**config.mk**
```make
export PLATFORM = sky130hd
export DESIGN_NAME = control_unit
export DESIGN_NICKNAME = d
export VERILOG_FILES = /design/src/rtl/cu_pkg.sv /design/src/rtl/cu_decode.sv /design/src/rtl/control_unit.sv
export SDC_FILE = /design/constraint.sdc
export NUM_CORES = 1
export LEC_CHECK = 0
export ABC_CLOCK_PERIOD_IN_PS = 8700
export BUFFER_PORTS_ARGS = -buffer_cell sky130_fd_sc_hd__buf_2
export CAP_MARGIN = 25
export CORE_MARGIN = 10
export CORE_UTILIZATION = 48
export CTS_CLUSTER_DIAMETER = 50
export DETAILED_ROUTE_END_ITERATION = 8
export GPL_TIMING_DRIVEN = 0
export PLACE_DENSITY = 0.86
export SLEW_MARGIN = 30
export SYNTH_ARGS = -nofsm -noshare
export SYNTH_HDL_FRONTEND = slang
export SYNTH_SLANG_ARGS = --single-unit
```
**constraint.sdc**
```tcl
create_clock -name clk -period 8.7 [get_ports clk]
set_input_delay 1.74 -clock clk [delete_from_list [all_inputs] [get_ports clk]]
set_output_delay 1.74 -clock clk [all_outputs]
set_load 0.1 [all_outputs]
```
**src/rtl/cu_pkg.sv**
```systemverilog
// Shared opcodes, FSM state encoding, ALU function and PC-select codes for the
// control unit, plus the packed control word handed from decoder to top.
package cu_pkg;

  localparam logic [7:0] OP_ADD  = 8'h01;
  localparam logic [7:0] OP_SUB  = 8'h02;
  localparam logic [7:0] OP_AND  = 8'h03;
  localparam logic [7:0] OP_OR   = 8'h04;
  localparam logic [7:0] OP_ADDI = 8'h05;
  localparam logic [7:0] OP_LDR  = 8'h10;
  localparam logic [7:0] OP_STR  = 8'h11;
  localparam logic [7:0] OP_B    = 8'h20;
  localparam logic [7:0] OP_CBZ  = 8'h21;
  localparam logic [7:0] OP_HALT = 8'hFF;

  typedef enum logic [2:0] {
    ST_FETCH = 3'd0,
    ST_EXEC  = 3'd1,
    ST_MEM_A = 3'd2,
    ST_MEM_D = 3'd3,
    ST_HALT  = 3'd4
  } state_t;

  localparam logic [4:0] FS_PASS_A = 5'd0;
  localparam logic [4:0] FS_ADD    = 5'd4;
  localparam logic [4:0] FS_SUB    = 5'd5;
  localparam logic [4:0] FS_AND    = 5'd8;
  localparam logic [4:0] FS_OR     = 5'd12;

  localparam logic [1:0] PS_HOLD   = 2'b00;
  localparam logic [1:0] PS_NEXT   = 2'b01;
  localparam logic [1:0] PS_BRANCH = 2'b10;

  localparam logic [4:0] REG_ZERO = 5'd31;

  typedef struct packed {
    logic       write;
    logic [4:0] rd_addr_a;
    logic [4:0] rd_addr_b;
    logic [4:0] wr_addr;
    logic [4:0] fs;
    logic       c_in;
    logic       b_sel;
    logic       en_alu;
    logic       en_b;
    logic       en_ram;
    logic       ram_write;
    logic       ram_out;
    logic [1:0] ps;
  } ctrl_t;

  function automatic logic is_mem_op(input logic [7:0] op);
    return (op == OP_LDR) || (op == OP_STR);
  endfunction

endpackage

```
**src/rtl/cu_decode.sv**
```systemverilog
// Combinational map from (state, IR, Z) to the dataPath control word.
// FETCH and HALT produce an all-zero word, so reset leaves every output idle.
module cu_decode
  import cu_pkg::*;
#(
  parameter int DW = 64,
  parameter int IW = 32
) (
  input  state_t          state,
  input  logic [IW-1:0]   ir,
  input  logic            z,
  output ctrl_t           ctrl,
  output logic [DW-1:0]   k
);

  logic [7:0]    op;
  logic [4:0]    da;
  logic [4:0]    sa;
  logic [4:0]    sb;
  logic [DW-1:0] k_ext;

  assign op    = ir[31:24];
  assign da    = ir[23:19];
  assign sa    = ir[18:14];
  assign sb    = ir[13:9];
  assign k_ext = {{(DW-9){ir[8]}}, ir[8:0]};

  always_comb begin
    ctrl = '0;
    k    = '0;
    case (state)
      ST_EXEC: begin
        k = k_ext;
        case (op)
          OP_ADD, OP_SUB, OP_AND, OP_OR, OP_ADDI: begin
            ctrl.rd_addr_a = sa;
            ctrl.rd_addr_b = (op == OP_ADDI) ? 5'd0 : sb;
            ctrl.wr_addr   = da;
            ctrl.b_sel     = (op == OP_ADDI);
            ctrl.en_alu    = 1'b1;
            ctrl.write     = (da != REG_ZERO);
            ctrl.c_in      = (op == OP_SUB);
            ctrl.ps        = PS_NEXT;
            case (op)
              OP_SUB:  ctrl.fs = FS_SUB;
              OP_AND:  ctrl.fs = FS_AND;
              OP_OR:   ctrl.fs = FS_OR;
              default: ctrl.fs = FS_ADD;
            endcase
          end
          OP_LDR, OP_STR: begin
            // Address phase: SA + K onto the RAM address bus.
            ctrl.rd_addr_a = sa;
            ctrl.b_sel     = 1'b1;
            ctrl.fs        = FS_ADD;
            ctrl.en_ram    = 1'b1;
            ctrl.ps        = PS_HOLD;
          end
          OP_B: ctrl.ps = PS_BRANCH;
          OP_CBZ: begin
            ctrl.rd_addr_a = da;
            ctrl.fs        = FS_PASS_A;
            ctrl.en_alu    = 1'b1;
            ctrl.ps        = z ? PS_BRANCH : PS_NEXT;
          end
          OP_HALT: ctrl.ps = PS_HOLD;
          default: ctrl.ps = PS_NEXT;
        endcase
      end
      ST_MEM_A: begin
        k              = k_ext;
        ctrl.rd_addr_a = sa;
        ctrl.b_sel     = 1'b1;
        ctrl.fs        = FS_ADD;
        if (op == OP_STR) begin
          ctrl.rd_addr_b = da;
          ctrl.ram_write = 1'b1;
        end
      end
      ST_MEM_D: begin
        k              = k_ext;
        ctrl.rd_addr_a = sa;
        ctrl.b_sel     = 1'b1;
        ctrl.fs        = FS_ADD;
        ctrl.ps        = PS_NEXT;
        if (op == OP_LDR) begin
          ctrl.ram_out = 1'b1;
          ctrl.en_ram  = 1'b1;
          ctrl.wr_addr = da;
          ctrl.write   = (da != REG_ZERO);
        end
      end
      default: ;
    endcase
  end

endmodule

```
**src/rtl/control_unit.sv**
```systemverilog
// Multi-cycle instruction sequencer: holds IR, FSM state and the halted flag;
// all control outputs come from cu_decode so they never see instr directly.
module control_unit
  import cu_pkg::*;
#(
  parameter int DW = 64,
  parameter int IW = 32
) (
  input  logic          clk,
  input  logic          reset,
  input  logic [IW-1:0] instr,
  input  logic [3:0]    status,
  output logic          write,
  output logic [4:0]    rdAddrA,
  output logic [4:0]    rdAddrB,
  output logic [4:0]    wrAddr,
  output logic [4:0]    FS,
  output logic          C_in,
  output logic [DW-1:0] K,
  output logic          B_sel,
  output logic          EN_ALU,
  output logic          EN_B,
  output logic          EN_RAM,
  output logic          ramWrite,
  output logic          ramOut,
  output logic [1:0]    PS,
  output logic          halted
);

  state_t        state_reg;
  logic [IW-1:0] ir_reg;
  logic          halted_reg;
  ctrl_t         ctrl;
  logic          unused_status;

  // Only Z matters here; V, C and N are carried for future branch types.
  assign unused_status = ^status[3:1];

  always_ff @(posedge clk or negedge reset) begin
    if (!reset) begin
      state_reg  <= ST_FETCH;
      ir_reg     <= '0;
      halted_reg <= 1'b0;
    end else begin
      case (state_reg)
        ST_FETCH: begin
          ir_reg    <= instr;
          state_reg <= ST_EXEC;
        end
        ST_EXEC: begin
          if (is_mem_op(ir_reg[31:24])) begin
            state_reg <= ST_MEM_A;
          end else if (ir_reg[31:24] == OP_HALT) begin
            state_reg  <= ST_HALT;
            halted_reg <= 1'b1;
          end else begin
            state_reg <= ST_FETCH;
          end
        end
        ST_MEM_A: state_reg <= ST_MEM_D;
        ST_MEM_D: state_reg <= ST_FETCH;
        ST_HALT:  state_reg <= ST_HALT;
        default:  state_reg <= ST_FETCH;
      endcase
    end
  end

  cu_decode #(
    .DW(DW),
    .IW(IW)
  ) u_decode (
    .state(state_reg),
    .ir   (ir_reg),
    .z    (status[0]),
    .ctrl (ctrl),
    .k    (K)
  );

  assign write    = ctrl.write;
  assign rdAddrA  = ctrl.rd_addr_a;
  assign rdAddrB  = ctrl.rd_addr_b;
  assign wrAddr   = ctrl.wr_addr;
  assign FS       = ctrl.fs;
  assign C_in     = ctrl.c_in;
  assign B_sel    = ctrl.b_sel;
  assign EN_ALU   = ctrl.en_alu;
  assign EN_B     = ctrl.en_b;
  assign EN_RAM   = ctrl.en_ram;
  assign ramWrite = ctrl.ram_write;
  assign ramOut   = ctrl.ram_out;
  assign PS       = ctrl.ps;
  assign halted   = halted_reg;

endmodule
```
==> results.json <==
{
  "finalCritPeriodShare": 0.5119,
  "synth-edff-count": 0,
  "tns_ns": 0,
  "nNetsFinal": 397,
  "drt-initial-drc-count": 77,
  "clk_pin_slew_ns": 0.07,
  "place.gp.congestion": 0.8317,
  "tritoncts": "built",
  "largest_reg_flops": 32,
  "routed_wirelength_um": 6663,
  "die_w_um": 89.54,
  "netlist_area_mm2": 0.002321,
  "ant_nets": 0,
  "crit_top_cell": "buf_2",
  "netlist_instances": 223,
  "fmax_ghz": 0.2245,
  "htreeDepth": 2,
  "max_slew_margin": 0.4836,
  "p_total_mw": 1.027,
  "grtUsageTotal": 0.1560,
  "grt_overflow": 0,
  "synth_top_cell_by_area": "dfrtp_1",
  "synth.top_cell.area_share": 0.3881,
  "io_buffers": 126,
  "clock_sinks": 36,
  "path_cells": "buf_2 -> o2111ai_1 -> a31oi_1 -> nor2_1 -> buf_2",
  "wl_per_cell_um": 16.09,
  "antenna_found_initial": 0,
  "worstSetupEndpointType": "output pin",
  "grt_pass1_vias": 2048,
  "maxSlewViolCount": 0,
  "grt_max_degree": 49,
  "ys_warn_count": 0,
  "cts_root_buffer": "clkbuf_8",
  "cpMaxStageDelayCell": "buf_2",
  "rows": 25,
  "synth_area_leaders": "dfrtp_1, buf_4, mux2_2, and2_1, a32o_1",
  "io_pins": 133,
  "leakage_nw": 1.703,
  "syn2layout_area_growth_pct": 35.31,
  "hold_buffers": 0,
  "synth_cell_types": 42,
  "numCtsBuffers": 5,
  "die_h_um": 89.54,
  "synth_seq_area_share": 0.3881,
  "crit_path_start": "status[0]",
  "insertion_delay_ns": 0.28,
  "status": "complete, no violations",
  "critical-path-top-delay-family": "buffers and inverters",
  "final_common_cell": "buf_2",
  "drc": 0,
  "synthArstFlopShare": 1.000,
  "ys_seq_elements": 36,
  "postSynthAreaPerCell_um2": 10.41,
  "via_per_inst": 4.930,
  "finalSetupViolCount": 0,
  "finalHoldViolCount": 0,
  "rsz0062_at_grt": "no",
  "grt_pass1_wl_um": 9970,
  "min_from": "halted",
  "max_slew.worst_pin.slew_ns": 0.7745,
  "diodes": 0,
  "drive_gt1_frac": 0.6639,
  "ir_worst_vdd_mv": 0.2212,
  "finalClockSkew_ns": 0.005267,
  "layout_common_cells": "buf_2, buf_4, dfrtp_1",
  "cp_data_required_time_ns": 6.96,
  "dr.pass1.iters": 4,
  "postCtsSetupBuffers": 0,
  "fin_crit_ns": 4.454,
  "synth_ff_type": "dfrtp_1",
  "path_max_fanout": 2,
  "clk_path_buf_depth": 2,
  "ctsResizeCount": 0,
  "placeableCoreArea_mm2": 0.004692,
  "start_kind": "input pin",
  "dieArea_mm2": 0.008017,
  "max_cap_viol_count": 0,
  "critPathKind": "in -> out",
  "initial_core_util": 0.4947,
  "path_buf_inv": 2,
  "rr_startpoint": "state_reg[2]",
  "dr_total_vias": 2041,
  "power_density_mw_per_mm2": 327.0,
  "cp_slowest_stage_delay_ns": 0.44,
  "dp_hpwl_um": 5580,
  "cp.arrival_ns": 2.71,
  "min_path_type": "reg -> reg"
}
## per-layer routing
layer	part of all wire	global-route usage	vias up	wire, µm
li1	-	-	993	-
met1	0.37	0.1667	925	2473
met2	0.45	0.2634	117	3027
met3	0.17	0.08933	6	1109
met4	0.0080	0.03035	0	53
met5	0	0	-	0
## per-stage QoR
stage	util	setup WS [ns]	std cells	instance area [µm²]	hold slack [ns]
finish	0.6693	4.246	414	3141	0.4653
global route	0.6693	4.120	414	3141	0.5035
CTS	0.6693	4.240	414	3141	0.4666
detailed placement	0.6496	4.240	406	3048	0.4507
global placement	0.6451	3.857	405	3027	0.4514
floorplan	-	2.475	225	2328	0.4721
## cell families (layout without fill, tap and decap cells)
group                  after synthesis  in the layout  share of synthesized area
other                                1              3                   0.001616
and+or+nand+nor                     60             60                     0.1574
muxes                               31             31                     0.1504
buffers and inverters               70            205                     0.2145
DFF                                 36             36                     0.3881
AOI/OAI and AO/OA                   25             25                    0.08787
## Yosys cell counts, types with 2 or more instances
cell	instances
a21o_1	2
a21oi_1	3
a22o_1	5
a32o_1	5
and2_1	13
buf_2	5
buf_4	59
clkbuf_1	4
dfrtp_1	36
mux2_2	31
nand2_1	10
nand2b_1	3
nand4_1	2
nand4b_1	2
nor2_1	9
nor3_1	3
nor4b_1	2
o21ai_0	4
or3_1	2
## area by class of cell
class / instances / area [µm²]
plain buffers: 69 / 494.2
clock buffers: 6 / 82.58
flip-flops and latches: 36 / 900.9
clock inverters: 2 / 10.01
multi-input cells: 119 / 930.9
fillers: 335 / 1551
well taps: 54 / 67.56
inverters: 1 / 3.754
repair buffers: 127 / 650.6
## report_power, final
part           switching [mW]  internal [mW]
clock network          0.0578         0.0631
logic                   0.554          0.146
registers              0.0162          0.189
total                   0.628          0.399
## path summary, 6_finish.rpt
kind / end / slack [ns] / cells past startpoint
min reg2reg: halted / 0.47 / 1
max in group asynchronous: ir_reg[17] / 6.67 / 1
min in group asynchronous: ir_reg[6] / 1.53 / 1
min: halted / 0.47 / 1
max: PS[0] / 4.25 / 5
max reg2reg: ir_reg[22] / 6.71 / 4
(Power assumes the default switching activity.)
